File: src/rtl/demux_stream_pkg.sv
// Shared types and helpers for the demux_stream channel demultiplexer.
package demux_stream_pkg;

    typedef enum logic [0:0] {
        EMPTY = 1'b0,
        FULL  = 1'b1
    } slot_state_e;

    localparam int DROP_W_DEFAULT = 8;

    function automatic logic sel_in_range(input int unsigned sel, input int unsigned n);
        return (sel < n);
    endfunction

endpackage

File: src/rtl/demux_slot.sv
// One output channel: a single holding register with its EMPTY/FULL state machine.
module demux_slot
    import demux_stream_pkg::*;
#(
    parameter int WIDTH = 8
) (
    input  logic             clk,
    input  logic             rst_n,
    input  logic             load,
    input  logic [WIDTH-1:0] load_data,
    input  logic             pop_ready,
    output logic             valid,
    output logic [WIDTH-1:0] data
);

    slot_state_e      state_r;
    slot_state_e      state_s;
    logic [WIDTH-1:0] data_r;

    // Next-state decode; a load while full only happens alongside a pop, so FULL persists.
    always_comb begin
        state_s = state_r;
        case (state_r)
            EMPTY: begin
                if (load) begin
                    state_s = FULL;
                end else begin
                    state_s = EMPTY;
                end
            end
            FULL: begin
                if (pop_ready && !load) begin
                    state_s = EMPTY;
                end else begin
                    state_s = FULL;
                end
            end
            default: state_s = EMPTY;
        endcase
    end

    // State and payload registers.
    always_ff @(posedge clk or negedge rst_n) begin
        if (!rst_n) begin
            state_r <= EMPTY;
            data_r  <= {WIDTH{1'b0}};
        end else begin
            state_r <= state_s;
            if (load) begin
                data_r <= load_data;
            end
        end
    end

    assign valid = (state_r == FULL);
    assign data  = data_r;

endmodule

File: src/rtl/demux_stream.sv
// Registered 1:N stream demultiplexer with per-channel holding slots and a drop counter.
// Optional round-robin destination selection is enabled by defining DEMUX_STREAM_AUTO_SEL_EN.
module demux_stream
    import demux_stream_pkg::*;
#(
    parameter int WIDTH  = 8,
    parameter int N_OUT  = 8,
    parameter int SEL_W  = $clog2(N_OUT),
    parameter int DROP_W = DROP_W_DEFAULT
) (
    input  logic                   clk,
    input  logic                   rst_n,
    input  logic [WIDTH-1:0]       in_data,
    input  logic [SEL_W-1:0]       in_sel,
    input  logic                   in_valid,
`ifdef DEMUX_STREAM_AUTO_SEL_EN
    input  logic                   auto_mode,
`endif
    output logic                   in_ready,
    output logic [N_OUT*WIDTH-1:0] out_data,
    output logic [N_OUT-1:0]       out_valid,
    input  logic [N_OUT-1:0]       out_ready,
    output logic [DROP_W-1:0]      drop_cnt,
    output logic                   drop_pulse
);

    logic [SEL_W-1:0] sel_s;
    logic             in_range_s;
    logic             ready_sel_s;
    logic [N_OUT-1:0] load_s;
    logic             drop_s;

`ifdef DEMUX_STREAM_AUTO_SEL_EN
    logic [SEL_W-1:0] rr_ptr_r;

    // Destination comes from the round-robin pointer in auto mode, else from in_sel.
    always_comb begin
        if (auto_mode) begin
            sel_s = rr_ptr_r;
        end else begin
            sel_s = in_sel;
        end
    end

    // Pointer advances only on beats accepted in auto mode, wrapping at the last channel.
    always_ff @(posedge clk or negedge rst_n) begin
        if (!rst_n) begin
            rr_ptr_r <= {SEL_W{1'b0}};
        end else if (auto_mode && in_valid && in_ready) begin
            if (rr_ptr_r == SEL_W'(N_OUT - 1)) begin
                rr_ptr_r <= {SEL_W{1'b0}};
            end else begin
                rr_ptr_r <= rr_ptr_r + SEL_W'(1);
            end
        end
    end
`else
    assign sel_s = in_sel;
`endif

    // Select decode, in_ready mux and per-channel load strobes.
    always_comb begin
        in_range_s  = sel_in_range(32'(sel_s), 32'(N_OUT));
        ready_sel_s = 1'b0;
        load_s      = {N_OUT{1'b0}};
        for (int k = 0; k < N_OUT; k++) begin
            if (sel_s == SEL_W'(k)) begin
                ready_sel_s = !out_valid[k] || out_ready[k];
                load_s[k]   = in_valid && ready_sel_s;
            end else begin
                load_s[k]   = 1'b0;
            end
        end
        if (in_range_s) begin
            in_ready = ready_sel_s;
        end else begin
            in_ready = 1'b1;
        end
        drop_s = in_valid && !in_range_s;
    end

    // Saturating drop counter and its one-cycle indication.
    always_ff @(posedge clk or negedge rst_n) begin
        if (!rst_n) begin
            drop_cnt   <= {DROP_W{1'b0}};
            drop_pulse <= 1'b0;
        end else begin
            drop_pulse <= drop_s;
            if (drop_s && (drop_cnt != {DROP_W{1'b1}})) begin
                drop_cnt <= drop_cnt + DROP_W'(1);
            end
        end
    end

    for (genvar k = 0; k < N_OUT; k++) begin : g_slot
        demux_slot #(
            .WIDTH(WIDTH)
        ) u_slot (
            .clk      (clk),
            .rst_n    (rst_n),
            .load     (load_s[k]),
            .load_data(in_data),
            .pop_ready(out_ready[k]),
            .valid    (out_valid[k]),
            .data     (out_data[k*WIDTH +: WIDTH])
        );
    end

endmodule
File: config.mk
export PLATFORM = sky130hd
export DESIGN_NAME = demux_stream
export DESIGN_NICKNAME = d
export VERILOG_FILES = /design/src/rtl/demux_stream_pkg.sv /design/src/rtl/demux_slot.sv /design/src/rtl/demux_stream.sv
export SDC_FILE = /design/constraint.sdc
export NUM_CORES = 1
export LEC_CHECK = 0
export BUFFER_PORTS_ARGS = -buffer_cell sky130_fd_sc_hd__buf_2
export CAP_MARGIN = 25
export CORE_UTILIZATION = 50
export DETAILED_ROUTE_END_ITERATION = 8
export PLACE_DENSITY_LB_ADDON = 0.25
export SYNTH_ARGS = -nofsm -noshare
export SYNTH_HDL_FRONTEND = slang
export SYNTH_SLANG_ARGS = --single-unit
File: constraint.sdc
create_clock -name clk -period 2.33 [get_ports clk]
set_input_delay 0.3495 -clock clk [delete_from_list [all_inputs] [get_ports clk]]
set_output_delay 0.3495 -clock clk [all_outputs]
set_load 0.01 [all_outputs]
==> results.py <==
metrics = {
    "critical_path": {
        "worstPathMaxFanout": 4,
        "endpoint_kind": "output pin",
        "start_kind": "flop",
        "arrival_ns": 1.66,
        "required_ns": 1.98,
        "critPathKind": "reg -> out",
    },
    "sta": {
        "min_period_ns": 2.013,
        "hold_slack_ns": 0.01169,
        "fin_crit_sh_pct": 86.38,
        "drv_slew": 0,
        "relSlewSlack_pct": 60.47,
        "worstMarginPinSlew_ns": 0.5930,
        "hold_viol_final": 0,
        "setup_tns_ns": 0,
        "rsz0062_at_grt": "no",
        "fmax_ghz": 0.4968,
        "fin_ws_ns": 0.3173,
        "finalSetupViolCount": 0,
        "fin_skew_ns": 0.004612,
    },
    "cts": {
        "cts_buffers": 9,
        "post_cts_buffers": 0,
        "clk_latency_ns": 0.33,
        "ctsHoldBuffers": 0,
        "cts_resized": 0,
        "cts_tree": "yes",
        "cts.clk_slew.worst_paths_ns": 0.07,
        "clock-root-buffer": "clkbuf_8",
        "cts_sinks": 72,
        "clock_path_buffers": 2,
        "htreeDepth": 3,
    },
    "global_routing": {
        "grt_first_pass_wirelength_um": 9611,
        "grt_pass1_vias": 1879,
        "antenna_found_initial": 0,
        "grt.overflow.total": 0,
        "grt.total_usage_pct": 20.96,
        "grt_max_degree": 28,
    },
    "drt": {
        "drcViolationCount": 0,
        "finalWirelength_um": 5950,
        "dr.pass1.iters": 4,
        "drt_iter0_drc": 28,
        "vias_per_cell": 5.038,
        "post_drt_wl_per_cell_um": 16.35,
        "ant_nets": 0,
        "vias": 1834,
    },
    "pwr": {
        "intPower_mw": 2.407,
        "switching_share_pct": 27.68,
        "seqPwrFrac_pct": 48.9,
        "p_clk_share_pct": 28.2,
        "leakage_nw": 1.773,
        "powerDensity_mw_per_mm2": 925.4,
        "vdd_ir_drop_max_v": 0.0004628,
        "p_comb_share_pct": 22.9,
        "switchingPower_mw": 0.9214,
        "power_mw": 3.329,
    },
    "placement": {
        "hpwl_um": 4272,
        "place_congestion": 0.7411,
        "place.port_buffers": 94,
        "pre_cts_ws_ns": 0.4831,
    },
    "yosys": {
        "ys_seq_elements": 72,
        "syn_inst": 195,
        "synth_top_area_share_pct": 60.48,
        "syn_area_mm2": 0.002979,
        "synthTopCellsByArea": "dfrtp_1, mux2_2, buf_4",
        "ys_seq_area_share_pct": 60.48,
        "avgSynthCellArea_um2": 15.28,
        "synth.distinct_cells": 19,
        "yosysTopAreaCell": "dfrtp_1",
        "yosys_warnings": 0,
    },
    "min_path": {
        "hold_class": "in -> async",
    },
    "floorplanning": {
        "core_mm2": 0.005608,
        "start_util_pct": 53.12,
        "die-area_mm2": 0.006271,
        "io_pins": 104,
        "die_h_um": 79.19,
        "fp.dieW_um": 79.19,
        "rows": 27,
    },
    "run": {
        "maxCapViolations": 0,
    },
    "final_layout": {
        "syn_to_final_growth_pct": 20.75,
        "final_nets": 310,
        "diodes": 0,
        "final_util_pct": 64.15,
        "layout-drive-gt1-share_pct": 63.36,
        "fillCellCount": 452,
    },
    "status": {
        "status": "complete, no violations",
    },
}
-- power by group through the flow --
stage,Clock [mW],Sequential (mW),Combinational [mW]
global route,1.02,1.66,0.826
floorplan,0,1.77,0.296
CTS,0.966,1.63,0.777
global placement,0,1.64,0.759
detailed placement,0,1.65,0.777
finish,0.938,1.63,0.762
-- placed cells by master (no fill, tap or decap), drive strengths merged --
cell     n
nor2b    2
nand2b   8
clkinv   3
nand3    3
bufinv   1
o21ai    4
clkbuf  11
nor3b    1
mux2    65
dfrtp   72
nand2    9
mux4     2
nor2     1
and4     3
buf     96
conb     9
nand4    1
and2b    1
-- cell usage after synthesis (all sizes together) --
master and count:
buf 21, clkbuf 1, mux2 65, nand2 9
and4 3, nor2 1, dfrtp 72, nor2b 2
nor3b 1, o21ai 4, nand3 3, and2b 1
conb 1, nand2b 8, mux4 2, nand4 1
-- metal layers --
| metal | wire length (µm) | vias to the layer above | GRT usage [%] |
|---|---|---|---|
| li1 | - | 844 | - |
| met1 | 2659 | 915 | 26.81 |
| met2 | 2822 | 67 | 32.93 |
| met3 | 406 | 8 | 6.897 |
| met4 | 61 | 0 | 8.364 |
| met5 | 0 | - | 0 |
-- kinds of logic after synthesis --
group                  share of synthesized area (%)
DFF                                            60.48
muxes                                          26.08
and+or+nand+nor                                6.804
buffers and inverters                          5.838
AOI/OAI and AO/OA                             0.6720
other                                         0.1259
-- layout make-up --
cell class	instances	area [µm²]	share of cell area (%)
clock buffer	11	141.4	3.930
sequential	72	1802	50.09
timing repair buffer	96	485.5	13.50
tap	72	90.09	2.504
clock inverter	4	45.04	1.252
multi-input combinational	109	1033	28.73
-- state kept, by name, indices dropped and copies added, names as in the netlist --
register             count
g_slot.u_slot.data      64
g_slot.u_slot.valid      8
-- through the flow --
| step | instances | cell area (µm²) |
|---|---|---|
| 6_report | 364 | 3597 |
| 5_1_grt | 364 | 3597 |
| 4_1_cts | 364 | 3597 |
| 3_5_place_dp | 349 | 3411 |
| 3_3_place_gp | 349 | 3411 |
| 2_1_floorplan | 203 | 3009 |
-- worst paths after layout --
path | depth (start not counted) | slack [ns] | end | startpoint
max | 4 | 0.32 | in_ready | g_slot[5].u_slot.valid$_DFF_PN0_
min | 1 | 0.01 | g_slot[3].u_slot.valid$_DFF_PN0_ | rst_n
max reg2reg | 3 | 0.81 | g_slot[7].u_slot.data[7]$_DFFE_PN0P_ | g_slot[7].u_slot.valid$_DFF_PN0_
min reg2reg | 1 | 0.50 | g_slot[4].u_slot.data[4]$_DFFE_PN0P_ | g_slot[4].u_slot.data[4]$_DFFE_PN0P_
max in group asynchronous | 2 | 1.56 | g_slot[4].u_slot.data[6]$_DFFE_PN0P_ | rst_n
min in group clk | 3 | 0.34 | g_slot[4].u_slot.valid$_DFF_PN0_ | out_ready[4]
-- critical path, stage by stage (launching register included) --
cell and delay, ns:
dfrtp_1 0.35, nand2b_1 0.11, mux4_2 0.47, mux2_2 0.26
buf_2 0.14
Power figures use the tool's default switching activity.
